--- config.mk ---
export PLATFORM = sky130hd
export DESIGN_NAME = caesar_stream_decrypt
export DESIGN_NICKNAME = d
export VERILOG_FILES = /design/src/rtl/caesar_pkg.sv /design/src/rtl/caesar_out_fifo.sv /design/src/rtl/caesar_stream_decrypt.sv
export SDC_FILE = /design/constraint.sdc
export NUM_CORES = 1
export LEC_CHECK = 0
export CELL_PAD_IN_SITES_DETAIL_PLACEMENT = 1
export CELL_PAD_IN_SITES_GLOBAL_PLACEMENT = 2
export CORE_MARGIN = 5
export CORE_UTILIZATION = 30
export DETAILED_ROUTE_END_ITERATION = 12
export PLACE_DENSITY = 0.8
export SYNTH_ARGS = -nofsm -noshare
export SYNTH_HDL_FRONTEND = slang
export SYNTH_SLANG_ARGS = --single-unit
export TNS_END_PERCENT = 30
--- constraint.sdc ---
create_clock -name CLOCK_50 -period 3.3 [get_ports CLOCK_50]
set_clock_uncertainty 0.2 [all_clocks]
set_input_delay 0.66 -clock CLOCK_50 [delete_from_list [all_inputs] [get_ports CLOCK_50]]
set_output_delay 0.66 -clock CLOCK_50 [all_outputs]
set_load 0.01 [all_outputs]
--- src/rtl/caesar_pkg.sv ---
// Shared Caesar definitions: alphabet and bus widths, FSM encoding, buffer entry
// layout and the mod-ALPHA subtract used by the decrypt path.
package caesar_pkg;

    localparam int ALPHA = 26;
    localparam int SYM_W = 6;
    localparam int KEY_W = 5;
    localparam int CNT_W = 8;

    localparam logic [SYM_W-1:0] ALPHA_S = SYM_W'(ALPHA);
    localparam logic [KEY_W-1:0] ALPHA_K = KEY_W'(ALPHA);

    typedef enum logic [1:0] {
        ST_IDLE  = 2'd0,
        ST_RUN   = 2'd1,
        ST_DRAIN = 2'd2
    } state_t;

    typedef struct packed {
        logic [SYM_W-1:0] sym;
        logic             last;
        logic             err;
    } sym_ent_t;

    // Both operands must already be below ALPHA; c + ALPHA - k never exceeds 2*ALPHA-1.
    function automatic logic [SYM_W-1:0] caesar_sub(input logic [SYM_W-1:0] c,
                                                    input logic [KEY_W-1:0] k);
        logic [SYM_W-1:0] kk;
        kk = {{(SYM_W-KEY_W){1'b0}}, k};
        if (c >= kk) begin
            return c - kk;
        end
        return c + ALPHA_S - kk;
    endfunction

endpackage

--- src/rtl/caesar_out_fifo.sv ---
// 2-entry output buffer; head entry drives the outputs straight from a register.
// Latency: push into an empty buffer is visible on out_dat_o the next cycle.
// Backpressure: full_o at two entries; the caller must not push while full_o is high.
module caesar_out_fifo #(
    parameter int W = 8
) (
    input  logic         clk_i,
    input  logic         rst_ni,
    input  logic         push_i,
    input  logic [W-1:0] push_dat_i,
    input  logic         out_rdy_i,
    output logic         out_vld_o,
    output logic [W-1:0] out_dat_o,
    output logic         full_o
);

    logic [1:0]   cnt_q, cnt_d;
    logic [W-1:0] head_q, head_d;
    logic [W-1:0] tail_q, tail_d;
    logic         pop;

    assign out_vld_o = (cnt_q != 2'd0);
    assign full_o    = (cnt_q == 2'd2);
    assign out_dat_o = head_q;
    assign pop       = out_vld_o && out_rdy_i;

    always_comb begin
        cnt_d  = cnt_q;
        head_d = head_q;
        tail_d = tail_q;
        case ({push_i, pop})
            2'b10: begin
                if (cnt_q == 2'd0) head_d = push_dat_i;
                else               tail_d = push_dat_i;
                cnt_d = cnt_q + 2'd1;
            end
            2'b01: begin
                head_d = tail_q;
                cnt_d  = cnt_q - 2'd1;
            end
            2'b11: begin
                // Simultaneous push/pop keeps the count; the older entry moves up first.
                if (cnt_q == 2'd1) begin
                    head_d = push_dat_i;
                end else begin
                    head_d = tail_q;
                    tail_d = push_dat_i;
                end
            end
            default: ;
        endcase
    end

    always_ff @(posedge clk_i or negedge rst_ni) begin
        if (!rst_ni) begin
            cnt_q  <= 2'd0;
            head_q <= '0;
            tail_q <= '0;
        end else begin
            cnt_q  <= cnt_d;
            head_q <= head_d;
            tail_q <= tail_d;
        end
    end

endmodule

--- src/rtl/caesar_stream_decrypt.sv ---
// Streaming Caesar decryptor: key latched at message start, symbols decrypted on accept.
// Latency: accepted symbol appears on out_* one cycle later when the buffer is empty.
// Backpressure: in_ready drops while the 2-entry output buffer is full or outside RUN.
module caesar_stream_decrypt
    import caesar_pkg::*;
(
    input  logic             CLOCK_50,
    input  logic             rst,
    input  logic [KEY_W-1:0] key_in,
    input  logic             key_load,
    input  logic             in_valid,
    output logic             in_ready,
    input  logic [SYM_W-1:0] in_sym,
    input  logic             in_last,
    output logic             out_valid,
    input  logic             out_ready,
    output logic [SYM_W-1:0] out_sym,
    output logic             out_last,
    output logic             out_err,
    output logic             key_err,
    output logic             busy,
    output logic [CNT_W-1:0] sym_count
);

    state_t           state_q, state_d;
    logic [KEY_W-1:0] key_q, key_d;
    logic             key_err_q, key_err_d;
    logic [CNT_W-1:0] cnt_q, cnt_d;

    logic     accept;
    logic     pop;
    logic     fifo_full;
    logic     in_range;
    sym_ent_t push_ent;
    sym_ent_t head_ent;

    assign in_ready = (state_q == ST_RUN) && !fifo_full;
    assign accept   = in_valid && in_ready;
    assign pop      = out_valid && out_ready;
    assign in_range = (in_sym < ALPHA_S);

    // Out-of-range symbols pass through untouched and are flagged rather than dropped.
    assign push_ent.sym  = in_range ? caesar_sub(in_sym, key_q) : in_sym;
    assign push_ent.last = in_last;
    assign push_ent.err  = !in_range;

    caesar_out_fifo #(
        .W($bits(sym_ent_t))
    ) u_out_fifo (
        .clk_i      (CLOCK_50),
        .rst_ni     (rst),
        .push_i     (accept),
        .push_dat_i (push_ent),
        .out_rdy_i  (out_ready),
        .out_vld_o  (out_valid),
        .out_dat_o  (head_ent),
        .full_o     (fifo_full)
    );

    assign out_sym   = head_ent.sym;
    assign out_last  = head_ent.last;
    assign out_err   = head_ent.err;
    assign key_err   = key_err_q;
    assign busy      = (state_q != ST_IDLE);
    assign sym_count = cnt_q;

    always_comb begin
        state_d   = state_q;
        key_d     = key_q;
        key_err_d = key_err_q;
        cnt_d     = cnt_q;
        case (state_q)
            ST_IDLE: begin
                if (key_load) begin
                    if (key_in < ALPHA_K) begin
                        key_d     = key_in;
                        key_err_d = 1'b0;
                        cnt_d     = '0;
                        state_d   = ST_RUN;
                    end else begin
                        key_err_d = 1'b1;
                    end
                end
            end
            ST_RUN: begin
                if (accept && in_last) state_d = ST_DRAIN;
            end
            ST_DRAIN: begin
                if (pop && head_ent.last) state_d = ST_IDLE;
            end
            default: state_d = ST_IDLE;
        endcase
        // Accepts only happen in RUN, so this never collides with the IDLE clear.
        if (accept && (cnt_q != {CNT_W{1'b1}})) begin
            cnt_d = cnt_q + CNT_W'(1);
        end
    end

    always_ff @(posedge CLOCK_50 or negedge rst) begin
        if (!rst) begin
            state_q   <= ST_IDLE;
            key_q     <= '0;
            key_err_q <= 1'b0;
            cnt_q     <= '0;
        end else begin
            state_q   <= state_d;
            key_q     <= key_d;
            key_err_q <= key_err_d;
            cnt_q     <= cnt_d;
        end
    end

endmodule

# After elaboration in Yosys (flattened, before gate mapping)
# Index checks and enable logic that the tools add are counted.
[totals] output_inout_bits=20 register_bits=34 wordCells=76
[op_classes] eq_ne=15 n_reduce_logical=24 n_lt_le_gt_ge=3 n_mux=21 addsub=6
[op_table] op="$mux 8" count=8
[op_table] op="$pmux 8 s3" count=1
[op_table] op="$mux 6" count=3
[op_table] op="$pmux 8 s2" count=1
[op_table] op="$reduce_bool 2->1" count=7
[op_table] op="$sub 6x5->6" count=2
[op_table] op="$ne 2x2->1 const B" count=5
[op_table] op="$reduce_and 3->1" count=3
[op_table] op="$add 8x1->8 const B" count=1
[op_table] op="$eq 2x2->1 const B" count=4
[op_table] op="$mux 2" count=4
[op_table] op="$ne 8x8->1 const B" count=1
[op_table] op="$add 6x5->6 const B" count=1
[op_table] op="$eq 2x1->1 const B" count=3
[op_table] op="$ge 6x5->1" count=1
[op_table] op="$logic_and 1x1->1" count=6
[op_table] op="$lt 6x5->1 const B" count=1
[op_table] op="$pmux 2 s3" count=1
[op_table] op="$lt 5x5->1 const B" count=1
[op_table] op="$logic_not 2->1" count=2
[op_table] op="$ne 2x1->1 const B" count=2
[op_table] op="$pmux 2 s2" count=1
[op_table] op="$reduce_and 2->1" count=2
[op_table] op="$reduce_and 4->1" count=1
[op_table] op="5 further kinds" count=7

# Longest topological paths before layout
[logic_depth] word_depth=7 ltp_mapped=11 ltp_nobuf=10

# Hierarchy
# A second synthesis with hierarchy kept.
[unflattened] cells_unflattened=245 area_unflattened_um2=2311.0
[by_module_without_submodules] module="caesar_stream_decrypt" n_inst=1 area_each_um2=1355.0 cells_per_inst=156 seq_area_each_um2=400.4
[by_module_without_submodules] module="caesar_out_fifo" n_inst=1 area_each_um2=955.9 cells_per_inst=89 seq_area_each_um2=450.4

# Worst setup path before layout
# No wires, ideal clock.
[synth_timing] path_type="in2reg" from="input in_sym[1]" to="register u_out_fifo.tail_q[7]" cell_stages=10 n_path_buf=0 t_arrival_ps=2308 setup_time_ps=136 path_slack_ps=656 cell_sequence="inv_1 ha_1 inv_1 ha_1 ha_1 o211ai_1 a21oi_1 or3b_1 a31oi_1 o21ai_0"
[synth_between] elab_chain_len=6 elab_cells_between_ends=12 classes_between="3 x add/sub; 2 x order compare; 7 x mux"
[synth_rtl] element="from (decl)" line="caesar_stream_decrypt.sv:13" text="input logic [SYM_W-1:0] in_sym,"
[synth_rtl] element="$add 6x5->6 (tied with other cells)" line="caesar_pkg.sv:33" text="return c + ALPHA_S - kk;"
[synth_rtl] element="$sub 6x5->6 (tied with other cells)" line="caesar_pkg.sv:33"
[synth_rtl] element="$mux 6" line="caesar_pkg.sv:33"
[synth_rtl] element="$mux 6 *" line="caesar_stream_decrypt.sv:43" text="assign push_ent.sym = in_range ? caesar_sub(in_sym, key_q) : in_sym;"
[synth_rtl] element="$mux 8 (on tied branches)" line="caesar_out_fifo.sv:43, caesar_out_fifo.sv:33"
[synth_rtl] element="$pmux 8 s2 *" line="caesar_out_fifo.sv:31" text="case ({push_i, pop})"
[synth_rtl] element="to (signal assigned)" line="caesar_out_fifo.sv:62" text="tail_q <= tail_d;"
[synth_rtl] element="to (decl)" line="caesar_out_fifo.sv:19" text="logic [W-1:0] tail_q, tail_d;"
# Mark *: on every way between the ends. The rest lies on a longest branch, timed or not. The select of a mux whose other input is x is not followed.
# A chain may end at the register's enable or synchronous reset.

# Worst setup path after layout
[layout_timing] from="input in_sym[1]" to="register u_out_fifo.head_q[7] (netlist: u_out_fifo.out_dat_o[7])"
[layout_between] elab_chain_len=6 elab_cells_between_ends=12 classes_between="3 x add/sub; 2 x order compare; 7 x mux"
[layout_rtl] element="$add 6x5->6 (tied with other cells)" line="caesar_pkg.sv:33"
[layout_rtl] element="$sub 6x5->6 (tied with other cells)" line="caesar_pkg.sv:33"
[layout_rtl] element="$mux 6" line="caesar_pkg.sv:33"
[layout_rtl] element="$mux 6 *" line="caesar_stream_decrypt.sv:43"
[layout_rtl] element="$mux 8 (on tied branches)" line="caesar_out_fifo.sv:43, caesar_out_fifo.sv:33"
[layout_rtl] element="$pmux 8 s3 *" line="caesar_out_fifo.sv:31"
[layout_rtl] element="to (signal assigned)" line="caesar_out_fifo.sv:57" text="head_q <= '0;"
[layout_rtl] element="to (signal assigned)" line="caesar_out_fifo.sv:61" text="head_q <= head_d;"
[layout_rtl] element="to (decl)" line="caesar_out_fifo.sv:18" text="logic [W-1:0] head_q, head_d;"
# Marks and branches as above.

==> flow_metrics.tcl <==
set metrics [dict create \
    p_int_w 0.00154 \
    htreeDepth 2 \
    synth_cells 235 \
    via_per_inst 4.85 \
    slew_headroom 0.664 \
    ioPinCount 37 \
    route.detailed.drc 0 \
    rsz0062_at_grt "false" \
    cts_tree "yes" \
    fmax_mhz 339 \
    num_rows 30 \
    cts_buffers 5 \
    synth_top_family_by_area "compound AO/OA/AOI/OAI gates" \
    max_cap_viol_count 0 \
    seq_area_um2 851 \
    status "complete, no violations" \
    fin_crit_sh 0.895 \
    path_class "input pin to flop" \
    hold_path.class "flop to flop" \
    tightest_slew_ns 0.505 \
    core-area_um2 6870 \
    hold_ws_ns 0.297 \
    synth_seq_cells 34 \
    cts-resized-gates 0 \
    fin_ws_ns 0.347 \
    grt_usage 0.140 \
    max_stage_delay_ns 0.47 \
    postCtsHoldBufs 0 \
    final_nets 326 \
    yosysSeqAreaShare 0.396 \
    ant_nets 0 \
    antenna_found_initial 0 \
    start_kind "input pin" \
    gp_congestion 0.866 \
    synth_edf_count 0 \
    hold_viol 0 \
    pwr-share-clk 0.186 \
    synth-compound-area-share 0.199 \
    port-buffer-count 36 \
    p_per_area_nw_per_um2 892 \
    start_util 0.313 \
    first_iter_violations 73 \
    layout-drive-gt1-share 0.121 \
    synthAdderAreaFrac 0.134 \
    finalWirelength_um 5650 \
    vias 1868 \
    vdd_ir_drop_max_mv 0.326 \
    wl_per_cell_um 14.7 \
    dpl.hpwl_um 4510 \
    power_switching_w 0.00100 \
    clockBufferDepth 2 \
    die_area_um2 8950 \
    synthXorXnorAreaFrac 0.0326 \
    power.share.sequential 0.276 \
    slew_viol_final 0 \
    die_w_um 94.6 \
    p_comb_frac 0.538 \
    yosysTopAreaCell "dfrtp_1" \
    grt.overflow.total 0 \
    crit_path_cell_trace "clkdlybuf4s50_1 > inv_1 > ha_1 > inv_1 > ha_1 > ha_1 > o211ai_1 > a21oi_1 > or3b_1 > a31oi_1 > o21ai_0" \
    cp_slowest_cell "clkdlybuf4s50_1" \
    synth_warnings 0 \
    yosysUniqueCellTypes 44 \
    clockRootBuffer "clkbuf_8" \
    leakage_nw 1.33 \
    postLayoutCoreUtil 0.415 \
    syn_avg_cell_area_um2 9.14 \
    post_cts_buffers 0 \
    critical_path.max_fanout 2 \
    syn_area_um2 2150 \
    syn_nets 273 \
    yosys.area_share.simple 0.161 \
    area_delta_synth_final_pct 32.7 \
    async_reset_ff_frac 1.00 \
    synth.area.top_cells "dfrtp_1 (40%), ha_1 (11%), o21ai_0 (5.6%)" \
    grt_pass1_vias 1960 \
    setup_violations 0 \
    fin_crit_ns 2.95 \
    diodes 0 \
    worst_ep_arrival_time_ns 2.92 \
    cp_common_cell "ha_1" \
    netSwitchingFraction 0.393 \
    setup-tns-final_ns 0 \
    die-height_um 94.6 \
    grt_max_degree 35 \
    muxShareOfSynthArea 0.0250 \
    firstDrtPassIters 4 \
    ys.flop_type "dfrtp_1" \
    synth.top_cells.by_count "dfrtp_1 (34), nand2_1 (25), o21ai_0 (24)" \
    clk_latency_ns 0.29 \
    multi_input_area_um2 1180 \
    yosysTopAreaCellShare 0.396 \
    n_fill_cell 787 \
    synth.most_common_cell "dfrtp_1" \
    critical_path_required_ns 3.26 \
    clkSlewWorstSetupHoldPaths_ns 0.08 \
    grt_pass1_wl_um 9840 \
    pre_cts_ws_ns 0.0136 \
    endpoint_kind "flop" \
    clock_sinks 34 \
]
==> worst max-delay path: cells and delay by family <==
kind / cells / cell delay [ns]
adder cells (fa/ha/maj): 3 / 0.69
AO/OA/AOI/OAI: 4 / 0.63
AND/OR/NAND/NOR: 1 / 0.35
buffers and inverters: 3 / 0.58
==> cells by family after synthesis <==
group,count (synthesis)
buffers and inverters,28
flip-flops,34
multiplexers,5
AND/OR/NAND/NOR,72
AO/OA/AOI/OAI,66
XOR/XNOR,8
adder cells (fa/ha/maj),22
==> cells in the final DEF (no fill, tap or decap), drive strengths merged, types with 2 or more instances in the layout <==
cell type	instances
nor2	19
xor2	2
ha	19
xnor2	6
fa	2
o211ai	2
nand3	8
nor3	2
nand2	27
a211oi	4
clkbuf	5
a22oi	4
o21ai	25
dfrtp	34
and3	6
mux2	3
inv	23
a21oi	16
a31oi	2
o31ai	2
nor3b	2
bufinv	2
a221o	4
clkdlybuf4s50	36
mux2i	2
buf	15
nor2b	3
==> flip-flops by register name, indices dropped and copies added, names as in the netlist <==
name,flops
u_out_fifo.out_dat_o,8
sym_count,8
key_err,1
u_out_fifo.cnt_q,2
u_out_fifo.tail_q,8
state_q,2
key_q,5
==> cell type report <==
class / count / area share
tap: 96 / 0.0421
sequential: 34 / 0.298
timing repair buffer: 51 / 0.166
inverter: 23 / 0.0303
clock inverter: 3 / 0.0241
clock buffer: 5 / 0.0241
multi-input combinational: 173 / 0.415
==> stage by stage <==
| stage | cell area [um^2] | std cells | power (W) |
|---|---|---|---|
| floorplan | 2150 | 235 | 0.00158 |
| global placement | 2710 | 377 | 0.00206 |
| detailed placement | 2710 | 377 | 0.00209 |
| CTS | 2850 | 385 | 0.00258 |
| global route | 2850 | 385 | 0.00278 |
| finish | 2850 | 385 | 0.00254 |
==> metal layers <==
| metal | vias up | wire [um] | track usage |
|---|---|---|---|
| li1 | 924 | - | - |
| met1 | 903 | 2730 | 0.192 |
| met2 | 32 | 2620 | 0.217 |
| met3 | 9 | 181 | 0.0279 |
| met4 | 0 | 114 | 0.0529 |
| met5 | - | 0 | 0 |
==> power by group through the flow <==
stage / Clock, W / Sequential, W / Combinational [W]
after CTS: 0.000485 / 0.000707 / 0.00139
after global routing: 0.000507 / 0.000728 / 0.00154
after global placement: 0 / 0.000710 / 0.00136
final: 0.000473 / 0.000703 / 0.00137
after floorplan: 0 / 0.000707 / 0.000870
after detailed placement: 0 / 0.000715 / 0.00138
==> worst paths after layout <==
kind                                            to  cells past startpoint            startpoint  slack [ns]
max                        u_out_fifo.out_dat_o[7]                     11             in_sym[1]        0.35
min                           u_out_fifo.tail_q[6]                      2  u_out_fifo.tail_q[6]        0.30
max reg2reg                   u_out_fifo.tail_q[3]                     10   u_out_fifo.cnt_q[0]        0.74
min reg2reg                   u_out_fifo.tail_q[6]                      2  u_out_fifo.tail_q[6]        0.30
max in group asynchronous                 key_q[3]                      2                   rst        2.01
min in group asynchronous     u_out_fifo.tail_q[5]                      2                   rst        0.57
(Power assumes the default switching activity.)
